### config.mk
export PLATFORM = sky130hd
export DESIGN_NAME = ufm_ctrl
export DESIGN_NICKNAME = d
export VERILOG_FILES = /design/src/rtl/ufm_ctrl.sv
export SDC_FILE = /design/constraint.sdc
export NUM_CORES = 1
export LEC_CHECK = 0
export BUFFER_PORTS_ARGS = -buffer_cell sky130_fd_sc_hd__buf_4
export CORE_ASPECT_RATIO = 0.7
export CORE_MARGIN = 2
export CORE_UTILIZATION = 30
export CTS_BUF_LIST = sky130_fd_sc_hd__clkbuf_2
export DETAILED_ROUTE_END_ITERATION = 10
export MAX_ROUTING_LAYER = met4
export SETUP_SLACK_MARGIN = 0.05
export SYNTH_ARGS = -nofsm -noshare
export SYNTH_HDL_FRONTEND = slang
export SYNTH_SLANG_ARGS = --single-unit
### constraint.sdc
create_clock -name clock -period 2 [get_ports clock]
set_input_delay 0.1 -clock clock [delete_from_list [all_inputs] [get_ports clock]]
set_output_delay 0.1 -clock clock [all_outputs]
set_load 0.03 [all_outputs]
### src/rtl/ufm_ctrl.sv
// ufm_ctrl: single-word read/write controller driving the UFM serial address/data shift interface
module ufm_ctrl #(
   parameter int CLKDIV = 1
) (
   input  logic        clock,
   input  logic        reset,
   input  logic        rd,
   input  logic        wr,
   input  logic [8:0]  address,
   input  logic [15:0] wdata,
   output logic [15:0] rdata,
   output logic        busy,
   output logic        done,
   output logic        arclk,
   output logic        ardin,
   output logic        arshft,
   output logic        drclk,
   output logic        drdin,
   output logic        drshft,
   input  logic        drdout,
   output logic        prgram
);
   localparam int PW = CLKDIV > 1 ? $clog2(CLKDIV) : 1;
   typedef enum logic [2:0] {IDLE, ASHIFT, AINC, LOAD, RSHIFT, WSHIFT, PROG, DONE} state_t;
   state_t state, nxt;
   logic [PW-1:0] ph;
   logic hi, is_wr, addr_valid, ph_end, pe, sample, accept;
   logic [4:0] cnt;
   logic [8:0] areg, addr_r, last_addr;
   logic [15:0] sh;
   assign ph_end = ph == PW'(CLKDIV - 1);
   assign pe = hi && ph_end;
   assign sample = !hi && ph_end && state == RSHIFT;
   assign accept = state == IDLE && (wr || rd);
   always_ff @(posedge clock or posedge reset)
      if (reset) state <= IDLE;
      else state <= nxt;
   // Serial lines are decoded from state and phase so reset drops every clock line at once.
   always_comb begin
      nxt = state;
      arclk = 1'b0;
      ardin = 1'b0;
      arshft = 1'b0;
      drclk = 1'b0;
      drdin = 1'b0;
      drshft = 1'b0;
      prgram = 1'b0;
      busy = state != IDLE;
      done = state == DONE;
      case (state)
         IDLE:
            if (wr) nxt = ASHIFT;
            else if (rd) nxt = addr_valid && address == last_addr + 9'd1 ? AINC : ASHIFT;
         ASHIFT: begin
            arclk = hi;
            arshft = 1'b1;
            ardin = areg[8];
            if (pe && cnt == 5'd8) nxt = is_wr ? WSHIFT : LOAD;
         end
         AINC: begin
            arclk = hi;
            if (pe) nxt = LOAD;
         end
         LOAD: begin
            drclk = hi;
            if (pe) nxt = RSHIFT;
         end
         RSHIFT: begin
            drclk = hi;
            drshft = 1'b1;
            if (pe && cnt == 5'd15) nxt = DONE;
         end
         WSHIFT: begin
            drclk = hi;
            drshft = 1'b1;
            drdin = sh[15];
            if (pe && cnt == 5'd15) nxt = PROG;
         end
         PROG: begin
            prgram = hi;
            if (pe) nxt = DONE;
         end
         DONE: nxt = IDLE;
      endcase
   end
   always_ff @(posedge clock or posedge reset)
      if (reset) begin
         ph <= '0;
         hi <= 1'b0;
         cnt <= '0;
         areg <= '0;
         addr_r <= '0;
         last_addr <= '0;
         addr_valid <= 1'b0;
         is_wr <= 1'b0;
         sh <= '0;
         rdata <= '0;
      end else begin
         if (accept) begin
            areg <= address;
            addr_r <= address;
            sh <= wdata;
            is_wr <= wr;
         end
         if (state != IDLE && state != DONE) begin
            ph <= ph_end ? '0 : ph + 1'b1;
            if (ph_end) hi <= !hi;
         end
         cnt <= nxt != state ? 5'd0 : pe ? cnt + 5'd1 : cnt;
         if (pe && state == ASHIFT) areg <= areg << 1;
         if (pe && state == WSHIFT) sh <= sh << 1;
         // drdout is captured just before the rising drclk that shifts the next bit up.
         if (sample) sh <= {sh[14:0], drdout};
         if (pe && state == RSHIFT && cnt == 5'd15) rdata <= sh;
         if (state == DONE) begin
            last_addr <= addr_r;
            addr_valid <= 1'b1;
         end
      end
endmodule

Yosys cells after proc, flatten, opt, wreduce, memory -nomap -nowiden:

Cells that the tools add are included.

* $add $sub $neg: 3
* eq/ne operators: 12
* multiplexer cells: 26
* bitwise logic cells: 1
* reduce and logical (&&, ||, !) cells: 23

Operator list (count)
* $mux W16: 3
* $mux W3: 9
* $pmux W3 S8: 1
* $mux W9: 2
* $eq A3 B3 Y1 const B: 4
* $logic_and A1 B1 Y1: 12
* $eq A5 B4 Y1 const B: 2
* $mux W5: 2
* $add A9 B1 Y9 const B: 1
* $eq A9 B9 Y1: 1
* $mux W1: 8
* $eq A3 B2 Y1 const B: 2
* $reduce_bool A3 Y1: 2
* $add A5 B1 Y5 const B: 1
* $reduce_bool A2 Y1: 2
* $reduce_or A2 Y1: 2
* $eq A3 B1 Y1 const B: 1
* $logic_not A3 Y1: 1
* $ne A3 B3 Y1: 1
* $ne A3 B3 Y1 const B: 1
* $reduce_or A3 Y1: 1
* $mux W2: 1
* $reduce_and A2 Y1: 1
* $add A1 B1 Y1 const B: 1
* other kinds (3): 3

* bits in registers: 71

Depth between registers and ports, before layout:

* depth in word-level cells: 9
* mapped depth: 8

Worst setup path before layout:

Ideal clock, no wire load.

* path kind: reg-to-reg
* start: reg last_addr[0]
* end: reg state[1]
* data arrival time: 1.934 ns
* path slack: -0.066 ns
* stages on the path, launching flop included: 9
* buffers on the path: 1
* clock period less this slack: 2.066 ns
* path through: dfrtp_1 ha_1 nand3_2 o211a_1 a211o_1 nor4b_4 and4b_1 buf_6 or3b_1

* longest elaborated chain between the ends: 7

Ends and longest elaborated chain
* from (decl): line 29 `logic [8:0] areg, addr_r, last_addr;`
* from (signal assigned): line 116 `last_addr <= addr_r;`
* $add A9 B1 Y9: line 53 `else if (rd) nxt = addr_valid && address == last_addr + 9'd1 ? AINC : ASHIFT;`
* $eq A9 B9 Y1: line 53
* $logic_and A1 B1 Y1: line 53
* $mux W2: line 53
* $mux W3: line 53
* $mux W3: line 52 `if (wr) nxt = ASHIFT;`
* $pmux W3 S8: line 50 `case (state)`
* named net nxt[1]: line 25 `state_t state, nxt;`
* to (signal assigned): line 37 `else state <= nxt;`
* to (decl): line 25

The timed path passes the listed nets, and every way through them passes these cells.
A chain may end at the register's enable or synchronous reset.

Worst setup path in the final report:

* start: reg last_addr[0]
* end: reg cnt[2]

* longest elaborated chain between the ends: 9
* elaborated cells on any way between the ends: 10
* those cells by class: 1 x add/sub; 2 x eq/ne; 5 x mux; 2 x reduce/logical

Ends and longest elaborated chain
* $add A9 B1 Y9 *: line 53
* $eq A9 B9 Y1 *: line 53
* $logic_and A1 B1 Y1 *: line 53
* $mux W2 *: line 53
* $mux W3 *: line 53
* $mux W3 *: line 52
* $pmux W3 S8 *: line 50
* $ne A3 B3 Y1 *: line 109 `cnt <= nxt != state ? 5'd0 : pe ? cnt + 5'd1 : cnt;`
* $mux W5 or $reduce_bool A2 Y1 (tied branches)
* to (signal assigned): line 109
* to (decl): line 28 `logic [4:0] cnt;`

Every way passes the cells marked *; elsewhere a longest branch is shown, timed or not.

==> summary by stage <==
Global route
After global routing the overflow that remains totals 0. The global-route total usage across every layer is 15.1%. The via count of the first global-routing pass is 2731. The maximum number of pins on one net before global-route repair is 48. The global-route wire length before repair is 13900 um. The number of antenna violations at the first check in global routing was 0.

Timing
For this run, the top clock speed supported by timing is 0.501 GHz. The worst hold margin is 0.140 ns. For the pin with the worst max-slew slack, the measured transition is 0.663 ns.

The number of pins with negative max-slew slack in the final report came to 0. The worst pin sits at a relative slew slack of 55.7%. Dividing the final minimum period by the clock period gives 99.7%.

The final hold violation count was 0. Subtracting the final worst setup slack from the clock period gives 1.99 ns. The number of setup violations in the final report is 0. Setup repair after global routing could not meet its margin everywhere.

For the final database, setup skew stands at 0.0467 ns.

Final layout
The final layout contains 476 nets. The area of all placed cells without fillers is 4800 um2. Leaving out fill and tap cells, the most frequent cells in the layout are sky130_fd_sc_hd__buf_4, sky130_fd_sc_hd__nand2_1, sky130_fd_sc_hd__dfrtp_1. Leaving out fill and tap cells, the most frequent cell in the layout is sky130_fd_sc_hd__buf_4.

The final standard cell count with taps included and fillers excluded is 600. 0 antenna diodes ended up in the layout. The share of layout cells above drive strength 1 is 34.5%. Cells fill 43.6% of the core in the end. The count of fill cells added during filler insertion is 1073. The synthesis-to-finish area growth is 41.6%.

Critical path
The critical path startpoint category is a register. Of all nets on the critical path, the largest fanout is 5. STA classifies the critical path endpoint as a register. The worst endpoint required time is 2.40 ns. The critical path is of the register to register type. At the worst endpoint, the arrival time is 2.40 ns.

Route
The number of optimization iterations in the first detailed-route pass is 4. The number of vias after detailed routing is 2800. In this run the remaining antenna-violating nets after routing total 0. The routed wire length per instance is 14.5 um. Wires add up to 8690 um. After detailed routing, the number of remaining DRC violations is 0.

The detailed router finished its first iteration with 121 violations. The mean number of vias per cell is 4.67.

Yosys
The number of enable flip-flop cells after synthesis is 0. Of all cell types, the one taking the most synthesized area is sky130_fd_sc_hd__dfrtp_1. The synthesized design contains 70 register bits. Summing the sequential cell areas from Yosys gives 51.7% of the chip area. The total number of yosys warnings is 0. Sorting the synthesized cells by area gives the leading types as sky130_fd_sc_hd__dfrtp_1, sky130_fd_sc_hd__nand2_1, sky130_fd_sc_hd__mux2_2, sky130_fd_sc_hd__a22oi_1, sky130_fd_sc_hd__xnor2_1.

The number of distinct library cell variants in the gate-level netlist after synthesis is 49. The fraction of registers with async set or reset after synthesis is 100%. Synthesis handed over a netlist of 328 instances.

The share of the synthesized area in the top cell type is 51.7%. The most frequently used flop master after synthesis is sky130_fd_sc_hd__dfrtp_1. The synthesized netlist net count is 362. The total standard cell area after synthesis is 3390 um2.

The mean instance size in the synthesized netlist is 10.3 um2.

Placement
Buffers placed on the I/O ports in this run total 54. The number of cells in the design after placement is 540. At the end of routability-driven placement, the weighted congestion stood at 0.824. In this run the cell area measured after placement is 4110 um2. The HPWL after detailed placement is 5740 um.

Clocking
The root buffer selected by CTS is sky130_fd_sc_hd__clkbuf_2. The H-tree was split into 3 levels. The latest clock arrival within the worst-skew pair is 0.52 ns. The clock-pin slew reported for the worst setup and hold paths after clock tree synthesis is 0.24 ns.

The clock tree from TritonCTS is yes. The number of CTS-inserted buffers is 9. The clock sink count is 70.

The clock passes through at most 2 buffers.

Power and ir drop
Total power for the finished layout comes to 3.40 mW. Across the VDD grid, the largest voltage drop is 0.303 mV. The leakage power summed over all cells is 2.29 nW. Power spread over the standard cell area amounts to 709 nW/um2.

Flow run
Max-cap violations in this run came to 0.

Die
For this design the top-level I/O count stands at 55. The starting utilization of the core area is 30.8%. The floorplan has 32 rows. The floorplan die height is 92.9 um. The placeable core region is 11000 um2. The die area is 12200 um2. From left edge to right edge, the die measures 131 um.

Status
The flow ran to the end, and the final reports show no timing, DRC or antenna violations.

Hold path
In this run the worst hold path is classified as input pin to asynchronous set/reset pin.
routing by layer:
| layer | routed length [um] | share of wire, % | track usage [%] | up-vias |
|---|---|---|---|---|
| met2 | 3910 | 45 | 21.8 | 63 |
| met1 | 4380 | 50 | 21.8 | 1365 |
| met3 | 356 | 4.1 | 3.35 | 6 |
| met4 | 42 | 0.48 | 3.37 | 0 |
| li1 | - | - | - | 1366 |
| met5 | 0 | 0 | - | - |
final timing paths:
check	start	end	slack [ns]	cells after the start
max	last_addr[0]	cnt[2]	0.005	8
min	reset	areg[7]	0.14	3
max reg2reg	last_addr[0]	cnt[2]	0.005	8
min reg2reg	areg[6]	areg[7]	0.46	2
max in group asynchronous	reset	state[1]	1.17	4
min in group clock	wdata[12]	sh[12]	0.33	4
stage by stage:
stage	setup TNS (ns)	setup slack [ns]
floorplan	-0.0522	-0.0522
global placement	0	0.0531
detailed placement	0	0.0105
CTS	0	0.0499
global route	-0.429	-0.118
finish	0	0.00517
critical path, stage by stage (launching register included):
cell and delay (ns):
sky130_fd_sc_hd__dfrtp_1 0.45, sky130_fd_sc_hd__ha_4 0.19, sky130_fd_sc_hd__nand3_4 0.09, sky130_fd_sc_hd__o211a_1 0.22, sky130_fd_sc_hd__a211o_1 0.22, sky130_fd_sc_hd__nor4b_4 0.13
sky130_fd_sc_hd__and4b_1 0.20, sky130_fd_sc_hd__buf_6 0.14, sky130_fd_sc_hd__nor4_2 0.28
cell usage after synthesis (all sizes together) (2+ instances only):
master	n
or3b	2
a22oi	15
nand3	8
dfrtp	70
nor4bb	2
o31a	2
nor2	11
nand3b	2
o21ai	14
nor4	6
inv	7
mux2i	8
a21oi	6
ha	4
and3	5
nor3b	2
nand4	2
xnor2	12
nand2b	4
mux2	25
buf	8
clkbuf	9
xor2	4
nand2	80
layout make-up:
class	count	area [um2]	area share (%)
timing repair buffer	120	1030	21.5
tap	153	191	3.99
inverter	7	26.3	0.547
clock buffer	9	45.0	0.938
sequential	70	1760	36.6
clock inverter	7	65.1	1.36
multi-input combinational	234	1690	35.1
timing repair:
action                                  CTS  global route
endpoints found under the setup margin   22            22
cloned                                    0             1
gates resized for setup                  11            17
endpoints found under the hold margin    64             0
buffers inserted                          5             8
pin swaps                                11             4
hold buffers                             30             0
flip-flops by register name, indices dropped and copies added (netlist names):
signal      cells
sh             16
addr_valid      1
addr_r          9
state           3
last_addr       9
rdata          16
hi              1
areg            9
is_wr           1
cnt             5
where the power goes:
part | switching [mW] | internal [mW]
registers | 0.152 | 1.60
logic | 0.421 | 0.419
clock network | 0.528 | 0.280
total | 1.10 | 2.30
cell families (layout without fill, tap and decap cells):
group                      Yosys count  after routing  share of synthesized area [%]
and+or+nand+nor                    132            132                           19.0
DFF                                 70             70                           51.7
AOI/OAI and AO/OA                   49             49                           9.93
muxes                               33             33                           10.7
buffers and inverters               24            143                           3.06
xor gates and xnor gates            16             16                           4.13
adders and majority gates            4              4                           1.48
Note: power is estimated with default switching activity, not from simulation.
